## src/rtl/glitch_cmd_rx.sv

```systemverilog
// UART (8N1) command receiver: bit-level deserializer feeding a framed
// command parser (A5, op, arg_h, arg_l, xor checksum) with an idle timeout.
module glitch_cmd_rx #(
  parameter int unsigned CLKS_PER_BIT = 434,
  parameter int unsigned TIMEOUT_CLKS = 50000
) (
  input  logic        clk,
  input  logic        reset,
  input  logic        uart_rx,
  output logic        cmd_valid,
  output logic [7:0]  cmd_op,
  output logic [15:0] cmd_arg,
  output logic        pll_relock,
  output logic        frame_err
);

  localparam logic [11:0] BIT_LAST  = 12'(CLKS_PER_BIT - 1);
  localparam logic [11:0] HALF_LAST = 12'(CLKS_PER_BIT / 2 - 1);
  localparam logic [19:0] TO_LAST   = 20'(TIMEOUT_CLKS - 1);
  localparam logic [7:0]  SYNC_BYTE = 8'hA5;

  typedef enum logic [1:0] {BIT_IDLE, BIT_START, BIT_DATA, BIT_STOP} bit_state_e;
  typedef enum logic [2:0] {P_SYNC, P_OP, P_ARG_H, P_ARG_L, P_CSUM} par_state_e;

  logic        sync1_q, sync2_q, rx_prev_q;
  bit_state_e  bit_state_q, bit_state_d;
  logic [11:0] bit_cnt_q, bit_cnt_d;
  logic [2:0]  bit_idx_q, bit_idx_d;
  logic [7:0]  shift_q, shift_d;
  logic        byte_done, stop_err;

  par_state_e  par_q, par_d;
  logic [19:0] to_cnt_q, to_cnt_d;
  logic        timeout;
  logic [7:0]  op_q, op_d, arg_h_q, arg_h_d, arg_l_q, arg_l_d;
  logic [7:0]  cmd_op_q, cmd_op_d;
  logic [15:0] cmd_arg_q, cmd_arg_d;
  logic        cmd_valid_q, cmd_valid_d, pll_relock_q, pll_relock_d;
  logic        frame_err_q, frame_err_d;

  always_comb begin
    bit_state_d = bit_state_q;
    bit_cnt_d   = bit_cnt_q;
    bit_idx_d   = bit_idx_q;
    shift_d     = shift_q;
    byte_done   = 1'b0;
    stop_err    = 1'b0;
    unique case (bit_state_q)
      BIT_IDLE: begin
        bit_cnt_d = '0;
        if (rx_prev_q && !sync2_q) bit_state_d = BIT_START;
      end
      BIT_START: begin
        if (bit_cnt_q == HALF_LAST) begin
          bit_cnt_d   = '0;
          bit_idx_d   = '0;
          bit_state_d = sync2_q ? BIT_IDLE : BIT_DATA;
        end else begin
          bit_cnt_d = bit_cnt_q + 12'd1;
        end
      end
      BIT_DATA: begin
        if (bit_cnt_q == BIT_LAST) begin
          bit_cnt_d = '0;
          shift_d   = {sync2_q, shift_q[7:1]};
          bit_idx_d = bit_idx_q + 3'd1;
          if (bit_idx_q == 3'd7) bit_state_d = BIT_STOP;
        end else begin
          bit_cnt_d = bit_cnt_q + 12'd1;
        end
      end
      BIT_STOP: begin
        if (bit_cnt_q == BIT_LAST) begin
          bit_cnt_d   = '0;
          bit_state_d = BIT_IDLE;
          if (sync2_q) byte_done = 1'b1;
          else         stop_err  = 1'b1;
        end else begin
          bit_cnt_d = bit_cnt_q + 12'd1;
        end
      end
      default: bit_state_d = BIT_IDLE;
    endcase
  end

  assign timeout = (par_q != P_SYNC) && (to_cnt_q == TO_LAST);

  always_comb begin
    par_d        = par_q;
    op_d         = op_q;
    arg_h_d      = arg_h_q;
    arg_l_d      = arg_l_q;
    cmd_op_d     = cmd_op_q;
    cmd_arg_d    = cmd_arg_q;
    cmd_valid_d  = 1'b0;
    pll_relock_d = 1'b0;
    frame_err_d  = 1'b0;

    if (par_q == P_SYNC || byte_done || timeout) to_cnt_d = '0;
    else                                         to_cnt_d = to_cnt_q + 20'd1;

    // byte_done outranks a coincident timeout; error causes collapse to one pulse
    if (byte_done) begin
      unique case (par_q)
        P_SYNC:  if (shift_q == SYNC_BYTE) par_d = P_OP;
        P_OP:    begin op_d    = shift_q; par_d = P_ARG_H; end
        P_ARG_H: begin arg_h_d = shift_q; par_d = P_ARG_L; end
        P_ARG_L: begin arg_l_d = shift_q; par_d = P_CSUM;  end
        P_CSUM: begin
          par_d = P_SYNC;
          if (shift_q == (op_q ^ arg_h_q ^ arg_l_q)) begin
            cmd_valid_d  = 1'b1;
            cmd_op_d     = op_q;
            cmd_arg_d    = {arg_h_q, arg_l_q};
            pll_relock_d = (op_q == 8'h01);
          end else begin
            frame_err_d = 1'b1;
          end
        end
        default: par_d = P_SYNC;
      endcase
    end else if (stop_err || timeout) begin
      frame_err_d = 1'b1;
      par_d       = P_SYNC;
    end
  end

  always_ff @(posedge clk) begin
    if (reset) begin
      sync1_q      <= 1'b1;
      sync2_q      <= 1'b1;
      rx_prev_q    <= 1'b1;
      bit_state_q  <= BIT_IDLE;
      bit_cnt_q    <= '0;
      bit_idx_q    <= '0;
      shift_q      <= '0;
      par_q        <= P_SYNC;
      to_cnt_q     <= '0;
      op_q         <= '0;
      arg_h_q      <= '0;
      arg_l_q      <= '0;
      cmd_op_q     <= '0;
      cmd_arg_q    <= '0;
      cmd_valid_q  <= 1'b0;
      pll_relock_q <= 1'b0;
      frame_err_q  <= 1'b0;
    end else begin
      sync1_q      <= uart_rx;
      sync2_q      <= sync1_q;
      rx_prev_q    <= sync2_q;
      bit_state_q  <= bit_state_d;
      bit_cnt_q    <= bit_cnt_d;
      bit_idx_q    <= bit_idx_d;
      shift_q      <= shift_d;
      par_q        <= par_d;
      to_cnt_q     <= to_cnt_d;
      op_q         <= op_d;
      arg_h_q      <= arg_h_d;
      arg_l_q      <= arg_l_d;
      cmd_op_q     <= cmd_op_d;
      cmd_arg_q    <= cmd_arg_d;
      cmd_valid_q  <= cmd_valid_d;
      pll_relock_q <= pll_relock_d;
      frame_err_q  <= frame_err_d;
    end
  end

  assign cmd_valid  = cmd_valid_q;
  assign cmd_op     = cmd_op_q;
  assign cmd_arg    = cmd_arg_q;
  assign pll_relock = pll_relock_q;
  assign frame_err  = frame_err_q;

endmodule

```

## config.mk

```make
export PLATFORM = sky130hd
export DESIGN_NAME = glitch_cmd_rx
export DESIGN_NICKNAME = d
export VERILOG_FILES = /design/src/rtl/glitch_cmd_rx.sv
export SDC_FILE = /design/constraint.sdc
export NUM_CORES = 1
export LEC_CHECK = 0
export ABC_AREA = 1
export CAP_MARGIN = 20
export CORE_UTILIZATION = 50
export CTS_CLUSTER_SIZE = 8
export DETAILED_ROUTE_END_ITERATION = 10
export PLACE_DENSITY = 0.78
export SYNTH_ARGS = -nofsm -noshare
export SYNTH_HDL_FRONTEND = slang
export SYNTH_SLANG_ARGS = --single-unit
```

## constraint.sdc

```tcl
create_clock -name clk -period 2.15 [get_ports clk]
set_input_delay 0.43 -clock clk [delete_from_list [all_inputs] [get_ports clk]]
set_output_delay 0.43 -clock clk [all_outputs]
set_load 0.05 [all_outputs]
```

==> impl_results.md, run 1 <==
* Slowest stage delay, CP at a little over 800 ps
* CP top delay family: buffers and inverters
* Most frequent cells in the layout: 212 x nand2_1, 154 x nor2_1, 102 x dfxtp_1
* Clk Latency, worst-skew pair at between 300 and 400 ps
* Clock sink count at a little over 100
* WL/cell at 11.5 um
* Final setup vio count at 0
* Hold path start: sync1_q$_SDFF_PP1_
* Min Hold Slack at 433 ps
* GRT met3 Usage at 0.0269
* Max Cap Violations at 0
* CP Max Fanout at 1
* Least-Margin Pin Slew at between 500 and 600 ps
* Leak at between 2 and 2.5 nW
* Total CTS buffers at 9
* Clock Tree Root: clkbuf_8
* Die Y-Extent at ~100 um
* CP arrival at 1540 ps
* Die extent in x at 104 um
* # IOs at 30
* Final Hold Violating Endpoints at 0
* # diodes at 0
* Core Util, Final at 0.587
* Die ar. at around 11000 sq um
* Status: completed
* Placed Cells at about 940
* R2r endpoint: cmd_arg[0]$_SDFFE_PP0P_
* Simple-gate share of the synthesized area at 0.415
* Tightest Hold Check Type: reg2reg
* Total Routing Usage GR at 0.211
* Net count after synthesis at 800
* Remaining antenna violation count after routing at 0
* Htree depth at 3
* CTS tree: built
* Largest family of logic cells by synthesized area: simple AND/OR/NAND/NOR gates
* Ys flop type: dfxtp_1
* Worst setup SP type: flop
* Fraction of the yosys area taken by sequential cells at 0.390
* Syn avg cell area at between 6 and 7 sq um
* Post-CTS sizing at 0
* Unique masters post-synth at 35
* Vias in the first global route at around 4400
* Slew margin rel. at 0.664
* Min Clock Period, post-route at roughly 2000 ps
* RePlAce Congestion at roughly 0.85
* Final Power at 3.13 mW
* Clk slew on worst S/H paths at about 100 ps
* RSZ-0062 raised after global routing: no
* Crit Path Class: reg2out
* I/O Buffers at 29
* Share of post-route cells with drive strength above 1 at 0.0836
* Final Worst Setup Slack at 176 ps
* Global route overflow at 0
* Hold path cells at 1
* Global Route met2 Usage at 0.354
* Setup TNS at 0 ps
* Final Instance Area at approximately 5800 sq um
* Register bit total from synthesis at 102
* Initial antenna violation count at 0
* R2R Setup Slk at roughly 280 ps
* RR Startpoint: bit_cnt_q[0]$_SDFF_PP0_
* Layer with the highest usage: met2
* # hold bufs at CTS at 0
* Most common cell after layout, fill and taps aside: nand2_1
* Buffer depth of the longest clock path at 2
* Initial core utilization at 0.526
* Hold Crit Endpoint: sync2_q$_SDFF_PP1_
* Post-synth EDFFs at 0
* Worst Setup End Kind: output port
* Final worst-path cycle share at 0.918
* Final Slew Violations at 0
* Final net count at about 830
* Critical path's slowest cell: clkdlybuf4s50_1
* R2R depth at 9
* DP HPWL at 8080 um
* Initial DRC count at 249
* CORE AREA at around 10000 sq um
* Post-CTS Setup Inserts at 0
* Fmax at 0.507 GHz
* VDD IR max at ~0.40 mV
* Clk_skew at approximately 14 ps
* Cell Area, Placed at between 5000 and 6000 sq um
* Area growth syn-to-layout at 11.5%
* Mapped Cells at roughly 800
* Drt first pass iters at 4
* First-pass GRT wire length at between 15000 and 20000 um
* WP data required at 1720 ps
* Post-synthesis mux area share at 0
* Synth Area in Adders at 0.0143
* DRT Wirelength at roughly 11000 um
* Vias per cell at ~5
* Largest net degree at the start of global routing at between 50 and 60
* Global routing met1 resource utilization at 0.279
* P per Cell Area at ~540 nW/um^2
* Vias at ~4700
* Post-synthesis compound-gate area fraction at 0.0523
* Post-Syn Area at approximately 5200 sq um
* Setup WS pre-CTS at a little over 300 ps
* # DRC at 0
* Synth Warn # at 0
* Non-Filler Instances at between 900 and 1000
* Post-synth ARST share at 0
* Worst path cell trace: clkdlybuf4s50_1
* Critical path buffers and inverters at 1
* Core Rows at 36
* Worst path depth at 1
* Post-Synth XOR/XNOR Area at 0.0234
logic make-up after synthesis:
| logic type | count (synthesis) |
|---|---|
| xor+xnor | 14 |
| flops | 102 |
| simple gates | 487 |
| fa+ha+maj | 6 |
| buf+inv | 128 |
| compound gates | 54 |
per-layer routing:
layer  wire [um]  up-vias  part of all wire
met3         422        8             0.038
met5           0        -                 0
met2        5060       88              0.46
li1            -     2510                 -
met4         104        0            0.0094
met1        5450     2117              0.49
Yosys cell counts, types with 7 or more instances:
cell type | n | share of area
inv_1 | 92 | 0.066
nand3_1 | 48 | 0.046
buf_6 | 7 | 0.015
dfxtp_1 | 102 | 0.39
o21ai_1 | 9 | 0.0086
nor3b_1 | 7 | 0.010
xor2_1 | 8 | 0.013
nand2_2 | 7 | 0.0084
nand4_1 | 14 | 0.017
a21oi_1 | 30 | 0.029
nand2_1 | 212 | 0.15
clkbuf_1 | 7 | 0.0050
nor2_1 | 154 | 0.11
inv_2 | 12 | 0.0086
o21ai_0 | 13 | 0.012
nor3_1 | 19 | 0.018
worst reg2reg max path: stages (launching register included):
cell and delay [ps]:
dfxtp_1 430, ha_1 210, nand2_1 90, nor2_2 180, nand4_4 140, nor2_8 150
nand3_4 100, nor2_8 340, nor2_1 80, nor2_1 110
power by group:
part	internal, mW	switching, mW	total [mW]
registers	1.89	0.00321	1.90
logic	0.0221	0.0450	0.0671
clock network	0.448	0.723	1.17
total	2.36	0.771	3.13
sequential cells by signal (all words and copies together), names as in the netlist, 3 cells and up, named ones only:
register / count
arg_l_q: 8
cmd_op: 8
op_q: 8
cmd_arg: 16
to_cnt_q: 20
shift_q: 8
bit_cnt_q: 12
par_q: 3
arg_h_q: 8
bit_idx_q: 3
area by class of cell:
cell class              instances  area (sq um)
fillers                       921          4110
repair buffers                 40           398
multi-input cells             561          2650
clock buffers                   9           124
well taps                     133           166
clock inverters                 7          65.1
flip-flops and latches        102          2040
inverters                     106           398
how the worst max path moves through the flow:
| stage | startpoint | to |
|---|---|---|
| 2_1_floorplan | bit_cnt_q[0]$_SDFF_PP0_ | cmd_op[0]$_SDFFE_PP0P_ |
| 3_5_place_dp | bit_cnt_q[0]$_SDFF_PP0_ | cmd_arg[0]$_SDFFE_PP0P_ |
| 4_1_cts | cmd_arg[15]$_SDFFE_PP0P_ | cmd_arg[15] |
| 3_3_place_gp | bit_cnt_q[0]$_SDFF_PP0_ | par_q[1]$_SDFFE_PP0P_ |
| 6_report | frame_err$_SDFF_PP0_ | frame_err |
| 5_1_grt | bit_cnt_q[0]$_SDFF_PP0_ | cmd_op[3]$_SDFFE_PP0P_ |
No activity file was read; power rests on OpenSTA's default activity.
==> run 2, diff against run 1 <==
--- a/config.mk
+++ b/config.mk
@@ -7,6 +7,7 @@
 export LEC_CHECK = 0
 export ABC_AREA = 1
 export CAP_MARGIN = 20
+export CORE_ASPECT_RATIO = 0.9
 export CORE_UTILIZATION = 50
 export CTS_CLUSTER_SIZE = 8
 export DETAILED_ROUTE_END_ITERATION = 10
==> run 2 against run 1 <==
Register-to-register slack better by 30 ps. Total power grew 12%. Design area up 1.9%. Sequential share of layout area fell by 0.66 points. Clock skew down 6.0 ps. Largest cell class unchanged. Largest power group unchanged. Highest routed layer unchanged.
==> impl_results.md, run 2 (synthesis gave the netlist of run 1 again) <==
* Status: completed
* Total CTS buffers at 9
* # DRC at 0
* Placed Cells at about 940
* Worst path cell trace: clkdlybuf4s50_1
* RR Startpoint: bit_cnt_q[0]$_SDFF_PP0_
* Final Worst Setup Slack at between 150 and 200 ps
* Core Util, Final at 0.583
* Register area at between 2000 and 2500 sq um
* Core Rows at 35
* Clk Latency, worst-skew pair at 340 ps
* P per Cell Area at 591 nW/um^2
* Drt first pass iters at 5
* Setup TNS at 0 ps
* Post-CTS sizing at 0
* Initial core utilization at 0.513
* Tightest Hold Check Type: reg2reg
* Least-Margin Pin Slew at between 500 and 600 ps
* DP HPWL at 7940 um
* # hold bufs at CTS at 0
* # diodes at 0
* Htree depth at 3
* Vias at between 4000 and 5000
* First-pass GRT wire length at ~19000 um
* Clock sink count at a little over 100
* FILL cells at just under 1000
* Worst path depth at 1
* CP arrival at between 1500 and 2000 ps
* Clk_skew at ~8.3 ps
* Crit path from: cmd_arg[15]$_SDFFE_PP0P_
* Largest register FFs at 20
* CTS tree: built
* Largest reg by FF count: to_cnt_q
* DRT Wirelength at between 10000 and 15000 um
* CP Max Fanout at 2
* Final setup vio count at 0
* Final net count at around 830
* Vias per cell at between 4 and 5
* Final Power at ~3.5 mW
* Vias in the first global route at 4194
* Die extent in x at ~110 um
* Max Cap Violations at 0
* RSZ-0062 raised after global routing: no
* WP data required at ~1700 ps
* Remaining antenna violation count after routing at 0
* Final Hold Violating Endpoints at 0
* Leak at between 2 and 2.5 nW
* Cell Area, Placed at 5660 sq um
* Most common cell after layout, fill and taps aside: nand2_1
* Worst Setup EP: cmd_arg[15]
* CP top delay family: buffers and inverters
* Final worst-path cycle share at 0.908
* Crit Path Class: reg2out
* Worst Setup End Kind: output port
* Fmax at between 0.5 and 0.6 GHz
* Most frequent cells in the layout: 212 x nand2_1, 154 x nor2_1, 102 x dfxtp_1
* Initial DRC count at 212
* Final Instance Area at a little under 6000 sq um
* Area occupied by multi-input gates at 2650 sq um
* WL/cell at 11.4 um
* R2R depth at 9
* Slew margin rel. at 0.657
* Buffer depth of the longest clock path at 2
* Post-CTS Setup Inserts at 0
* I/O Buffers at 29
* Worst setup SP type: flop
* Largest net degree at the start of global routing at 30
* Critical path buffers and inverters at 1
* R2R Setup Slk at a little over 300 ps
* Total Routing Usage GR at 0.220
* Initial antenna violation count at 0
* Critical path's slowest cell: clkdlybuf4s50_1
* Min Hold Slack at 428 ps
* Final Slew Violations at 0
* Area growth syn-to-layout at 13.7%
* Global route overflow at 0
* Non-Filler Instances at approximately 960
* Die Y-Extent at slightly below 100 um
* Min Clock Period, post-route at about 2000 ps
* Clock Tree Root: clkbuf_16
* Slowest stage delay, CP at between 800 and 900 ps
* RePlAce Congestion at around 0.84
* # IOs at 30
* R2r endpoint: cmd_op[4]$_SDFFE_PP0P_
* CORE AREA at 10200 sq um
* Clk slew on worst S/H paths at around 70 ps
* Die ar. at approximately 11000 sq um
* VDD IR max at between 0.5 and 0.6 mV
* Share of post-route cells with drive strength above 1 at 0.0856
* Setup WS pre-CTS at 284 ps
## run 2: worst reg2reg max path, stage by stage (launching register included)
cell	delay, ps
dfxtp_1	410
ha_1	190
nand2_1	60
nor2_2	180
nand4_4	150
nor2_8	150
nand3_4	100
nor2_8	340
nor2_1	70
nor2_1	120
## run 2: worst min-delay path by stage
stage                       start                 end  slack (ps)  cells past startpoint
6_report       sync1_q$_SDFF_PP1_  sync2_q$_SDFF_PP1_         430                      1
5_1_grt        sync1_q$_SDFF_PP1_  sync2_q$_SDFF_PP1_         440                      1
3_3_place_gp   sync1_q$_SDFF_PP1_  sync2_q$_SDFF_PP1_         390                      1
2_1_floorplan  sync1_q$_SDFF_PP1_  sync2_q$_SDFF_PP1_         390                      1
3_5_place_dp   sync1_q$_SDFF_PP1_  sync2_q$_SDFF_PP1_         410                      1
4_1_cts        sync1_q$_SDFF_PP1_  sync2_q$_SDFF_PP1_         430                      1
## run 2: where the power goes
part | internal, mW | total (mW) | switching, mW
logic | 0.0206 | 0.0646 | 0.0440
registers | 1.89 | 1.90 | 0.00317
clock network | 0.881 | 1.56 | 0.678
## run 2: layout make-up
type	instances	area share
repair buffers	44	0.0698
inverters	106	0.0668
well taps	129	0.0271
clock inverters	2	0.00252
flip-flops and latches	102	0.343
multi-input cells	561	0.445
clock buffers	14	0.0460
## run 2: layer usage
| layer | up-vias | wire [um] | share of wire | global-route usage |
|---|---|---|---|---|
| met3 | 8 | 479 | 0.044 | 0.0485 |
| met5 | - | 0 | 0 | 0 |
| met4 | 0 | 108 | 0.0099 | 0.0564 |
| li1 | 2509 | - | - | - |
| met2 | 84 | 4740 | 0.44 | 0.344 |
| met1 | 2052 | 5560 | 0.51 | 0.306 |
